## config.mk

```make
export PLATFORM = sky130hd
export DESIGN_NAME = fetch_unit
export DESIGN_NICKNAME = d
export VERILOG_FILES = /design/src/rtl/fetch_unit.sv
export SDC_FILE = /design/constraint.sdc
export NUM_CORES = 1
export LEC_CHECK = 0
export CAP_MARGIN = 0
export CORE_MARGIN = 1
export CORE_UTILIZATION = 53
export CTS_CLUSTER_DIAMETER = 120
export DETAILED_ROUTE_END_ITERATION = 12
export PLACE_DENSITY = 0.85
export SYNTH_ARGS = -nofsm -noshare
export SYNTH_HDL_FRONTEND = slang
export SYNTH_SLANG_ARGS = --single-unit
```

## constraint.sdc

```tcl
create_clock -name clk -period 7.1 [get_ports clk]
set_input_delay 1.42 -clock clk [delete_from_list [all_inputs] [get_ports clk]]
set_output_delay 1.42 -clock clk [all_outputs]
set_load 0.005 [all_outputs]
```

## src/rtl/fetch_unit.sv

```systemverilog
// fetch_unit: owns the PC, issues word-aligned fetches and buffers returned instructions for decode.
// Optional macro FETCH_PERF_EN adds the perf_fetched / perf_flushes counters (ports exist either way).
`ifndef WORD
`define WORD 32
`endif
`ifndef INSTR_LEN
`define INSTR_LEN 32
`endif

module fetch_unit #(
    parameter logic [`WORD-1:0] RESET_PC   = '0,
    parameter int               FIFO_DEPTH = 2
) (
    input  logic                  clk,
    input  logic                  rst_n,
    output logic [`WORD-1:0]      imem_addr,
    input  logic [`INSTR_LEN-1:0] imem_instr,
    output logic [`INSTR_LEN-1:0] if_instr,
    output logic [`WORD-1:0]      if_pc,
    output logic                  if_valid,
    input  logic                  if_ready,
    input  logic                  redirect,
    input  logic [`WORD-1:0]      redirect_pc,
    output logic [31:0]           perf_fetched,
    output logic [31:0]           perf_flushes
);
    localparam int PW = $clog2(FIFO_DEPTH);
    localparam int CW = PW + 1;
    localparam logic [CW:0] DEPTH_C = (CW+1)'(FIFO_DEPTH);

    logic [`WORD-1:0]      pc_q;
    logic [`WORD-1:0]      inflight_pc_q;
    logic                  inflight_q;
    logic [`INSTR_LEN-1:0] instr_mem_q [FIFO_DEPTH];
    logic [`WORD-1:0]      pc_mem_q    [FIFO_DEPTH];
    logic [PW-1:0]         wr_ptr_q;
    logic [PW-1:0]         rd_ptr_q;
    logic [CW-1:0]         count_q;
    logic                  pop_req;
    logic                  pop;
    logic                  push;
    logic                  issue;
    logic [CW:0]           occupied;
    logic [CW:0]           limit;
    logic [`WORD-1:0]      redirect_target;
    logic                  unused_redirect_bits;

    assign redirect_target      = {redirect_pc[`WORD-1:2], 2'b00};
    assign unused_redirect_bits = &{1'b0, redirect_pc[1:0]};

    assign imem_addr = pc_q;
    assign if_valid  = (count_q != '0);
    assign if_instr  = instr_mem_q[rd_ptr_q];
    assign if_pc     = pc_mem_q[rd_ptr_q];

    // The in-flight response already owns a slot, so it is counted against the depth before issuing.
    always_comb begin
        pop_req  = if_valid & if_ready;
        pop      = pop_req & ~redirect;
        push     = inflight_q & ~redirect;
        occupied = {1'b0, count_q} + {{CW{1'b0}}, inflight_q};
        limit    = DEPTH_C + {{CW{1'b0}}, pop_req};
        issue    = ~redirect & (occupied < limit);
    end

    always_ff @(posedge clk or negedge rst_n) begin
        if (!rst_n) begin
            pc_q          <= RESET_PC;
            inflight_q    <= 1'b0;
            inflight_pc_q <= '0;
        end else if (redirect) begin
            pc_q       <= redirect_target;
            inflight_q <= 1'b0;
        end else if (issue) begin
            pc_q          <= pc_q + `WORD'(4);
            inflight_q    <= 1'b1;
            inflight_pc_q <= pc_q;
        end else begin
            inflight_q <= 1'b0;
        end
    end

    always_ff @(posedge clk or negedge rst_n) begin
        if (!rst_n) begin
            wr_ptr_q <= '0;
            rd_ptr_q <= '0;
            count_q  <= '0;
            for (int i = 0; i < FIFO_DEPTH; i++) begin
                instr_mem_q[i] <= '0;
                pc_mem_q[i]    <= '0;
            end
        end else if (redirect) begin
            wr_ptr_q <= '0;
            rd_ptr_q <= '0;
            count_q  <= '0;
        end else begin
            if (push) begin
                instr_mem_q[wr_ptr_q] <= imem_instr;
                pc_mem_q[wr_ptr_q]    <= inflight_pc_q;
                wr_ptr_q              <= wr_ptr_q + PW'(1);
            end
            if (pop) begin
                rd_ptr_q <= rd_ptr_q + PW'(1);
            end
            case ({push, pop})
                2'b10:   count_q <= count_q + CW'(1);
                2'b01:   count_q <= count_q - CW'(1);
                default: count_q <= count_q;
            endcase
        end
    end

`ifdef FETCH_PERF_EN
    logic [31:0] fetched_q;
    logic [31:0] flushes_q;

    // A pop that coincides with a redirect is discarded by decode, so only clean pops count.
    always_ff @(posedge clk or negedge rst_n) begin
        if (!rst_n) begin
            fetched_q <= '0;
            flushes_q <= '0;
        end else begin
            if (pop) begin
                fetched_q <= fetched_q + 32'd1;
            end
            if (redirect) begin
                flushes_q <= flushes_q + 32'd1;
            end
        end
    end

    assign perf_fetched = fetched_q;
    assign perf_flushes = flushes_q;
`else
    assign perf_fetched = '0;
    assign perf_flushes = '0;
`endif

endmodule
```

==> run_results.csv <==
group,metric,value,unit
outcome,status,"completed",
logic_synthesis,synth_area_leader_cell,"dfrtp_1",
cts,insertion_delay,0.43,ns
timing,tightest_slew,1.04,ns
timing,hold_viol,0,
power_and_ir_drop,p_leak,4.69,nW
critical_path,cp.depth,3,
timing,fin_crit,4.17,ns
power_and_ir_drop,ir_drop,0.000195,V
logic_synthesis,ys_warn_count,0,
timing,rsz0062_at_grt,"no",
grt,grt_use_total,22.1,%
routing,vias,5683,
cts,numCtsBuffers,17,
logic_synthesis,ys_top_cells_by_area,"dfrtp_1, mux2_2, buf_4, o21ai_0, xnor2_1",
grt,grt_pass1_wl,30200,µm
routing,first_iter_violations,265,
logic_synthesis,synthArstFlopShare,100,%
die,die_w,133,µm
routing,viasPerCell,5.31,
grt,grt_antenna_before_repair,0,
critical_path,cp_slowest_cell,"dfrtp_2",
placed_design,dp_hpwl,12200,µm
final_layout,utilization,67.1,%
worst_hold_path,hp-class,"register to register",
die,num_rows,47,
logic_synthesis,syn_area_per_cell,13.1,µm²
die,core-area,16600,µm²
placed_design,gp_congestion,0.754,
power_and_ir_drop,seqPwrFrac,44.4,%
timing,finalMaxSlewViolations,0,
routing,wire_per_inst,17.4,µm
die,die-area,17600,µm²
logic_synthesis,syn-instance-count,690,
grt,grt_pass1_vias,5711,
routing,routed_wl,18600,µm
critical_path,crit_family,"buffers and inverters",
grt,grt_max_degree,111,
routing,firstDrtPassIters,4,
critical_path,crit_path_start_kind,"register",
cts,cts_tree,"done",
critical_path,crit_chain,"buf_4 > mux2_2 > clkdlybuf4s50_1",
critical_path,crit_fanout,39,
timing,period_share,58.7,%
critical_path,path_class,"register to output port",
run,cap_violations,0,
final_layout,nets,908,
critical_path,end_kind,"output port",
final_layout,final_layout_size_suffix_gt1_share,32.6,%
logic_synthesis,netlist_area,9040,µm²
final_layout,syn2layout_area_growth,23.5,%
power_and_ir_drop,power_frac_clock,27.9,%
timing,finClkSkew,0.00925,ns
critical_path,cp.arrival,2.75,ns
routing,drc,0,
critical_path,cp.required,5.68,ns
logic_synthesis,synth_edf_count,0,
critical_path,r2r_start,"inflight_q",
worst_hold_path,whs_endpoint,"instr_mem_q[1]",
timing,finalSetupViolations,0,
cts,cts.sinks,189,
critical_path,critPathBufInv,2,
critical_path,r2r_slack,3.89,ns
power_and_ir_drop,p_switching,0.947,mW
logic_synthesis,synth.distinct_cells,47,
power_and_ir_drop,p_int,2.73,mW
cts,hold_buffers,0,
cts,root_buffer,"clkbuf_16",
cts,clock_path_buffers,2,
cts,h-tree-depth,4,
logic_synthesis,ys_seq_area_share,52.3,%
power_and_ir_drop,power_frac_comb,27.8,%
worst_hold_path,hold_depth,1,
die,start_util,54.3,%
timing,tns,0,ns
critical_path,cp_slowest_stage_delay,0.85,ns
worst_hold_path,min_from,"instr_mem_q[1]",
cts,post_cts_buffers,0,
cts,path_clk_slew,0.06,ns
logic_synthesis,ys_ff_latch,189,
timing,fmax,0.240,GHz
routing,ant_nets,0,
cts,cts.repair.resized,0,
final_layout,antenna_cells,0,
power_and_ir_drop,power_density,329,nW/µm²
die,fp.dieH,133,µm
logic_synthesis,yosys_most_used_dff,"dfrtp_1",
critical_path,r2r_end,"inflight_pc_q[6]",
power_and_ir_drop,switching_share,25.8,%
placed_design,port_buffers,158,
die,ioPinCount,229,
grt,grt_overflow,0,
logic_synthesis,synth_top_area_share,52.3,%
critical_path,r2r_cells,6,
timing,max-slew-margin-rel,30.2,%
==> metrics by stage <==
step           hold WS [ns]  cells  cell area, µm²  total power, mW  worst slack [ns]
6_report              0.501   1070           11200             3.68              2.93
5_1_grt               0.514   1070           11200             3.86              2.82
4_1_cts               0.503   1070           11200             3.71              2.92
3_5_place_dp          0.487   1038           10500             2.68              2.75
3_3_place_gp          0.481   1038           10500             2.63              2.76
2_1_floorplan         0.474    757            9290             2.17              4.29
==> sequential cells by signal, summed over array words and instances, names as in the netlist <==
signal         count
pc_mem_q          60
inflight_q         1
inflight_pc_q     30
instr_mem_q       64
imem_addr         30
rd_ptr_q           1
wr_ptr_q           1
count_q            2
==> layout make-up <==
type | count | area [µm²]
clock buffer | 19 | 453
clock inverter | 13 | 189
fill | 1225 | 5480
inverter | 4 | 15.0
multi-input combinational | 461 | 3880
sequential | 189 | 4730
tap | 220 | 275
timing repair buffer | 164 | 1630
==> power groups by stage <==
stage | clock network (mW) | logic [mW] | registers [mW]
4_1_cts | 1.04 | 1.04 | 1.63
5_1_grt | 1.08 | 1.10 | 1.68
3_3_place_gp | 0 | 1.00 | 1.62
6_report | 1.02 | 1.02 | 1.63
2_1_floorplan | 0 | 0.602 | 1.57
3_5_place_dp | 0 | 1.03 | 1.65
==> cell usage in the layout (no fill, tap or decap), types with 5 or more instances in the layout <==
cell type / instances
conb_1: 68
and3_1: 5
nor2_1: 9
o21ai_1: 6
nand4_1: 9
dfrtp_1: 188
nand2_1: 29
clkbuf_16: 17
xor2_1: 14
nand3_1: 12
mux2_2: 218
o21ai_0: 25
clkdlybuf4s50_1: 156
xnor2_1: 14
buf_4: 6
==> cell families (layout without fill, tap and decap cells) <==
| logic type | after synthesis | in the layout | synth area share (%) |
|---|---|---|---|
| mux | 219 | 219 | 27.3 |
| flops | 189 | 189 | 52.3 |
| buf+inv | 107 | 200 | 7.86 |
| simple gates | 104 | 104 | 7.10 |
| compound gates | 39 | 39 | 2.31 |
| xor+xnor | 28 | 28 | 2.71 |
| fa+ha+maj | 3 | 3 | 0.415 |
| other cells | 1 | 68 | 0.0415 |
==> worst reg2reg max path: cells and delay by family (launching register included) <==
family,cells,cell delay [ns]
fa+ha+maj,2,0.54
mux,1,0.39
compound gates,1,0.34
flops,1,0.50
simple gates,1,0.88
buf+inv,1,0.45
==> worst max path at each step <==
stage,slack (ns),endpoint,start
after detailed placement,2.75,inflight_pc_q[12],if_ready
final,2.93,if_pc[30],rd_ptr_q
after CTS,2.92,if_instr[16],rd_ptr_q
after global routing,2.82,if_instr[8],rd_ptr_q
after global placement,2.76,inflight_pc_q[5],if_ready
after floorplan,4.29,instr_mem_q[42],redirect
==> routing by layer <==
layer | track usage (%) | up-vias | share of wire, %
li1 | - | 2609 | -
met1 | 28.8 | 2876 | 44
met2 | 36.4 | 170 | 49
met3 | 5.29 | 28 | 5.5
met4 | 7.47 | 0 | 1.7
met5 | 0 | - | 0
==> synthesized netlist by cell type (6+ instances only) <==
library cell,count
buf_2,7
dfrtp_1,189
o21ai_0,25
nand3_1,13
mux2_2,218
xnor2_1,14
buf_4,68
clkbuf_1,21
nand2_1,29
xor2_1,14
nand4_1,9
nor2_1,9
o21ai_1,6
Power figures use the tool's default switching activity.
